$ cat config.mk
export PLATFORM = sky130hd
export DESIGN_NAME = bright_cmd_ctrl
export DESIGN_NICKNAME = d
export VERILOG_FILES = /design/src/rtl/bright_cmd_ctrl.sv
export SDC_FILE = /design/constraint.sdc
export NUM_CORES = 1
export LEC_CHECK = 0
export CORE_ASPECT_RATIO = 1.1
export CORE_MARGIN = 2
export CORE_UTILIZATION = 53
export CTS_CLUSTER_DIAMETER = 50
export DETAILED_ROUTE_END_ITERATION = 8
export PLACE_DENSITY = 0.88
export SYNTH_ARGS = -nofsm -noshare
export SYNTH_HDL_FRONTEND = slang
export SYNTH_SLANG_ARGS = --single-unit
export TNS_END_PERCENT = 5
$ cat constraint.sdc
create_clock -name clk -period 2 [get_ports clk]
set_input_delay 0.5 -clock clk [delete_from_list [all_inputs] [get_ports clk]]
set_output_delay 0.5 -clock clk [all_outputs]
set_load 0.01 [all_outputs]
$ cat src/rtl/bright_cmd_ctrl.sv
// UART brightness command controller: parses "Bhh\r" set and "?\r" query commands
// and answers through a 4-byte response buffer streamed to the UART transmitter.
module bright_cmd_ctrl #(
    parameter logic [7:0]  DEFAULT_BRIGHT = 8'h80,
    parameter logic [15:0] TIMEOUT        = 16'd15360
) (
    input  logic       clk,
    input  logic       rst,
    input  logic       rdsig,
    input  logic [7:0] rxdata,
    input  logic       tx_busy,
    output logic       wrsig,
    output logic [7:0] txdata,
    output logic [7:0] brightness,
    output logic       cmd_valid
);

    localparam logic [7:0] CH_CR = 8'h0D;
    localparam logic [7:0] CH_LF = 8'h0A;

    typedef enum logic [3:0] {
        RX_IDLE,
        RX_D1,
        RX_D2,
        RX_CR,
        Q_CR,
        ERR_DRAIN,
        TX_LOAD,
        TX_WAIT_BUSY,
        TX_WAIT_DONE
    } state_e;

    state_e          state_q, state_d;
    logic [15:0]     cnt_q, cnt_d;
    logic [1:0]      idx_q, idx_d;
    logic [3:0]      hi_q, hi_d;
    logic [7:0]      val_q, val_d;
    logic [3:0][7:0] resp_q, resp_d;
    logic [7:0]      bright_q, bright_d;
    logic [7:0]      txdata_q, txdata_d;
    logic            wrsig_q, wrsig_d;
    logic            cmd_valid_q, cmd_valid_d;
    logic [4:0]      dec;
    logic            timed;

    // ASCII hex digit decode: {valid, nibble}
    function automatic logic [4:0] hex_dec(input logic [7:0] b);
        logic [7:0] t;
        t = 8'h00;
        if (b >= 8'h30 && b <= 8'h39) begin
            t = b - 8'h30;
            return {1'b1, t[3:0]};
        end
        if (b >= 8'h41 && b <= 8'h46) begin
            t = b - 8'h37;
            return {1'b1, t[3:0]};
        end
        if (b >= 8'h61 && b <= 8'h66) begin
            t = b - 8'h57;
            return {1'b1, t[3:0]};
        end
        return 5'b0_0000;
    endfunction

    function automatic logic [7:0] hex_chr(input logic [3:0] n);
        return (n < 4'd10) ? (8'h30 + {4'h0, n}) : (8'h37 + {4'h0, n});
    endfunction

    always_ff @(posedge clk or posedge rst) begin
        if (rst) begin
            state_q     <= RX_IDLE;
            cnt_q       <= 16'd0;
            idx_q       <= 2'd0;
            hi_q        <= 4'd0;
            val_q       <= 8'd0;
            resp_q      <= '0;
            bright_q    <= DEFAULT_BRIGHT;
            txdata_q    <= 8'h00;
            wrsig_q     <= 1'b0;
            cmd_valid_q <= 1'b0;
        end else begin
            state_q     <= state_d;
            cnt_q       <= cnt_d;
            idx_q       <= idx_d;
            hi_q        <= hi_d;
            val_q       <= val_d;
            resp_q      <= resp_d;
            bright_q    <= bright_d;
            txdata_q    <= txdata_d;
            wrsig_q     <= wrsig_d;
            cmd_valid_q <= cmd_valid_d;
        end
    end

    always_comb begin
        state_d     = state_q;
        cnt_d       = cnt_q;
        idx_d       = idx_q;
        hi_d        = hi_q;
        val_d       = val_q;
        resp_d      = resp_q;
        bright_d    = bright_q;
        txdata_d    = txdata_q;
        wrsig_d     = 1'b0;
        cmd_valid_d = 1'b0;
        dec         = hex_dec(rxdata);
        timed       = 1'b0;

        case (state_q)
            RX_IDLE: begin
                cnt_d = 16'd0;
                if (rdsig) begin
                    if (rxdata == 8'h42 || rxdata == 8'h62) begin
                        state_d = RX_D1;
                    end else if (rxdata == 8'h3F) begin
                        state_d = Q_CR;
                    end else if (rxdata != CH_CR && rxdata != CH_LF) begin
                        state_d = ERR_DRAIN;
                    end
                end
            end
            RX_D1: begin
                timed = 1'b1;
                if (rdsig) begin
                    hi_d    = dec[3:0];
                    state_d = dec[4] ? RX_D2 : ERR_DRAIN;
                end
            end
            RX_D2: begin
                timed = 1'b1;
                if (rdsig) begin
                    val_d   = {hi_q, dec[3:0]};
                    state_d = dec[4] ? RX_CR : ERR_DRAIN;
                end
            end
            RX_CR: begin
                timed = 1'b1;
                if (rdsig) begin
                    if (rxdata == CH_CR) begin
                        bright_d    = val_q;
                        cmd_valid_d = 1'b1;
                        resp_d      = {CH_LF, CH_CR, 8'h4B, 8'h4F};
                        idx_d       = 2'd0;
                        state_d     = TX_LOAD;
                    end else begin
                        state_d = ERR_DRAIN;
                    end
                end
            end
            Q_CR: begin
                timed = 1'b1;
                if (rdsig) begin
                    if (rxdata == CH_CR) begin
                        resp_d  = {CH_LF, CH_CR, hex_chr(bright_q[3:0]), hex_chr(bright_q[7:4])};
                        idx_d   = 2'd0;
                        state_d = TX_LOAD;
                    end else begin
                        state_d = ERR_DRAIN;
                    end
                end
            end
            ERR_DRAIN: begin
                timed = 1'b1;
                if (rdsig && rxdata == CH_CR) begin
                    resp_d  = {CH_LF, CH_CR, 8'h52, 8'h45};
                    idx_d   = 2'd0;
                    state_d = TX_LOAD;
                end
            end
            TX_LOAD: begin
                if (!tx_busy) begin
                    wrsig_d  = 1'b1;
                    txdata_d = resp_q[idx_q];
                    state_d  = TX_WAIT_BUSY;
                end
            end
            TX_WAIT_BUSY: begin
                if (tx_busy) begin
                    state_d = TX_WAIT_DONE;
                end
            end
            TX_WAIT_DONE: begin
                if (!tx_busy) begin
                    idx_d   = idx_q + 2'd1;
                    state_d = (idx_q == 2'd3) ? RX_IDLE : TX_LOAD;
                end
            end
            default: state_d = RX_IDLE;
        endcase

        // Inactivity timeout overrides the parser: abandon the partial command silently
        if (timed) begin
            if (rdsig) begin
                cnt_d = 16'd0;
            end else if (cnt_q >= TIMEOUT) begin
                cnt_d   = 16'd0;
                state_d = RX_IDLE;
            end else begin
                cnt_d = cnt_q + 16'd1;
            end
        end
    end

    assign wrsig      = wrsig_q;
    assign txdata     = txdata_q;
    assign brightness = bright_q;
    assign cmd_valid  = cmd_valid_q;

endmodule

==> summary.md <==
| Metric | Value |
|---|---|
| GRT Total Usage | ~23% |
| Yosys top cell area share | between 40 and 50% |
| Crit end category | output pin |
| Crit-path slowest cell | clkdlybuf4s50_1 |
| Seq/Total Area, Yosys | between 40% and 50% |
| Largest stage delay, worst path | a little over 0.6 ns |
| Synth Area in Simple Gates | 19.8% |
| Worst hold slack | between 0.4 and 0.5 ns |
| Fill count | between 400 and 500 |
| Register area | ~0.0017 mm² |
| Synth Area in Compound Gates | 19.6% |
| Post-synth top cells | dfrtp_1 (65), nand2_1 (49), o21ai_0 (35) |
| PwrDens | approximately 1000 mW/mm² |
| WL/cell | about 16 µm |
| Final period util | between 90% and 100% |
| Core area | around 0.0066 mm² |
| Clock buffer depth | 2 |
| Grt total ovfl | 0 |
| Sequential Power Share | a little under two fifths |
| Antenna Nets Post-Route | 0 |
| Final hold vios | 0 |
| Met2 wire len | approximately 4.2 mm |
| Mapped Area | approximately 0.0036 mm² |
| Data required, critical path | 1.50 ns |
| FF-to-FF path depth | 6 |
| Final worst setup slack | 0.0497 ns |
| Worst Setup Start Kind | register |
| Overall die area | between 0.007 and 0.008 mm² |
| Die width | approximately 83 µm |
| Max-slew violation count | 0 |
| CP Max Fanout | 8 |
| Internal power | ~3 mW |
| Worst reg2reg path startpoint | state_q[3] |
| Yosys cell types | 59 |
| DRC violations left | 0 |
| Max Freq | ~0.51 GHz |
| Via count | around 3200 |
| Worst vdd ir | 0.559 mV |
| Uppermost layer routed | met4 |
| Crit-path leading delay family | buffers and inverters |
| Adder and majority cell fraction of the synthesized area | slightly above 3% |
| DRT met1 WL | around 3.5 mm |
| # diodes | 0 |
| WS Path Type | reg -> out |
| Hold path cells | 2 |
| # clock sinks | 66 |
| Iter 0 DRT Violations | approximately 270 |
| Mapped Cells | around 380 |
| Worst Clk Skew | around 0.012 ns |
| Post-synth ARST share | 100% |
| Dominant synthesized flop cell | dfrtp_1 |
| Top-Level Pins | 30 |
| Final nets | around 470 |
| CP Cell Sequence | clkdlybuf4s50_1 |
| GPL Wtd Cong | ~0.92 |
| Largest cells by area after synthesis | dfrtp_1 (45%), nand2_1 (5.1%), o21ai_0 (4.8%), mux2_2 (3.7%), a21oi_1 (3.3%) |
| DRT Pass-1 Iters | 7 |
| Die Ht | roughly 91 µm |
| RSZ-0062 raised after global routing | no |
| First-pass GRT wire length | between 10 and 15 mm |
| Mean Syn Cell Area | between 9 and 10 µm² |
| Syn nets | around 400 |
| Initial antenna violation count | 0 |
| Hold path endpoint | txdata[3] |
| Met3 routed WL | 410 µm |
| NetSw | between 1.5 and 2 mW |
| IO Port Bufs | 28 |
| Yosys top cell by area | dfrtp_1 |
| Worst Path Arrival | approximately 1.5 ns |
| Row count | 31 |
| Reg-to-reg critical path endpoint | cnt_q[2] |
| Minimum clock period | 1.95 ns |
| Clock share of power | 27.9% |
| Hold Startpoint | txdata[3] |
| Max Cap Viol | 0 |
| WL final | 8.34 mm |
| Reg-to-reg setup timing slack | about 0.09 ns |
| XOR/XNOR Fraction of Synth Area | approximately 1.7% |
| WP buf/inv | 1 |
| Setup WS pre-CTS | -0.457 ns |
| Leakage | around 2.1 nW |
| Synth warnings | 0 |
| Hold Crit Class | reg -> reg |
| #FFs+latches synth | 66 |
| Root Driver | clkbuf_8 |
| Starting Density | around 55% |
| Final setup viols | 0 |
| Sw frac | approximately 34% |
| Area growth, synth to finish | 25.2% |
| Hpwl dp | 6.05 mm |
| Post-synth EDFFs | 0 |
| Area of the multi-input gates | between 0.0015 and 0.002 mm² |
| Main combinational cell family by area after synthesis | simple AND/OR/NAND/NOR gates |
| Worst-path clk slew | ~0.080 ns |
| Vias in the first global route | between 3000 and 4000 |
| CTS tree | done |
| Largest net degree at the start of global routing | 21 |
| H-tree levels | 3 |
| Status | completed |
| Multiplexer share of the synthesized area | around 5.5% |
| Count leader, synth | dfrtp_1 |
| Clock Latency Late Sink | ~0.35 ns |
| Fraction of layout cells with a size suffix above 1 | between 20% and 30% |
| Vias per cell | a little under 6 |
| CTS Buf Count | 9 |
| Hold-fix buffers, CTS | 0 |
| Gate power share | 34.8% |
==> power by group through the flow <==
stage	clock network (mW)	registers (mW)	logic, mW
2_1_floorplan	0	1.70	1.01
3_3_place_gp	0	1.71	1.49
3_5_place_dp	0	1.72	1.54
4_1_cts	1.29	1.70	1.56
5_1_grt	1.34	1.73	1.75
6_report	1.28	1.71	1.59
==> state kept, by name, indices dropped and copies added, names as in the netlist <==
register / flops
brightness: 8
idx_q: 2
val_q: 8
wrsig: 1
txdata: 7
cmd_valid: 1
hi_q: 4
resp_q: 15
state_q: 4
cnt_q: 16
==> cell families (layout without fill, tap and decap cells) <==
group	Yosys count	in the layout
AO/OA/AOI/OAI	106	106
XOR/XNOR	7	7
adder cells (fa/ha/maj)	9	9
buffers and inverters	34	108
flip-flops	66	66
multiplexers	18	18
other	1	1
AND/OR/NAND/NOR	137	137
==> through the flow <==
step	total power, mW	cell area, µm²	util, %	setup TNS [ns]	std cells
after detailed placement	3.27	4260	64.3	-13.44	517
after global routing	4.83	4560	68.7	0	534
final	4.57	4560	68.7	0	534
after global placement	3.19	4260	64.3	-10.81	517
after CTS	4.54	4500	67.8	-0.0413	533
after floorplan	2.70	3640	-	0	378
==> metal layers <==
layer  global-route usage, %  vias to the layer above
li1                        -                     1495
met1                    29.2                     1531
met2                    37.9                      120
met3                    5.39                       22
met4                    9.43                        0
met5                       0                        -
==> worst max-delay path by stage <==
stage,endpoint,cells past startpoint,startpoint,slack (ns)
after CTS,state_q[2],8,rxdata[0],-0.03
after global routing,brightness[2],1,brightness[2],0.004
final,brightness[2],1,brightness[2],0.05
after detailed placement,state_q[2],9,rxdata[0],-0.46
after global placement,state_q[2],9,rxdata[0],-0.36
after floorplan,val_q[3],7,rxdata[1],0.06
==> timing repair <==
action / CTS / global route
setup buffers: 0 / 1
pin swaps: 3 / 6
gates resized for setup: 4 / 17
endpoints found under the setup margin: 16 / 32
==> area by class of cell <==
cell class	instances	share of cell area, %
Tap cell	82	2.25
Clock inverter	6	1.98
Clock buffer	10	3.02
Multi-Input combinational cell	278	40.6
Sequential cell	66	36.3
Timing Repair Buffer	76	14.4
Inverter	16	1.40
==> cells in the final DEF (no fill, tap or decap), drive strengths merged, types with 10 or more instances in the layout <==
cell            n
nand2          49
a21oi          26
buf            48
nand3          11
clkdlybuf4s50  20
mux2           13
inv            15
nor3           11
clkbuf         10
o21ai          35
nor2           21
dfrtp          65
(Power assumes the default switching activity.)
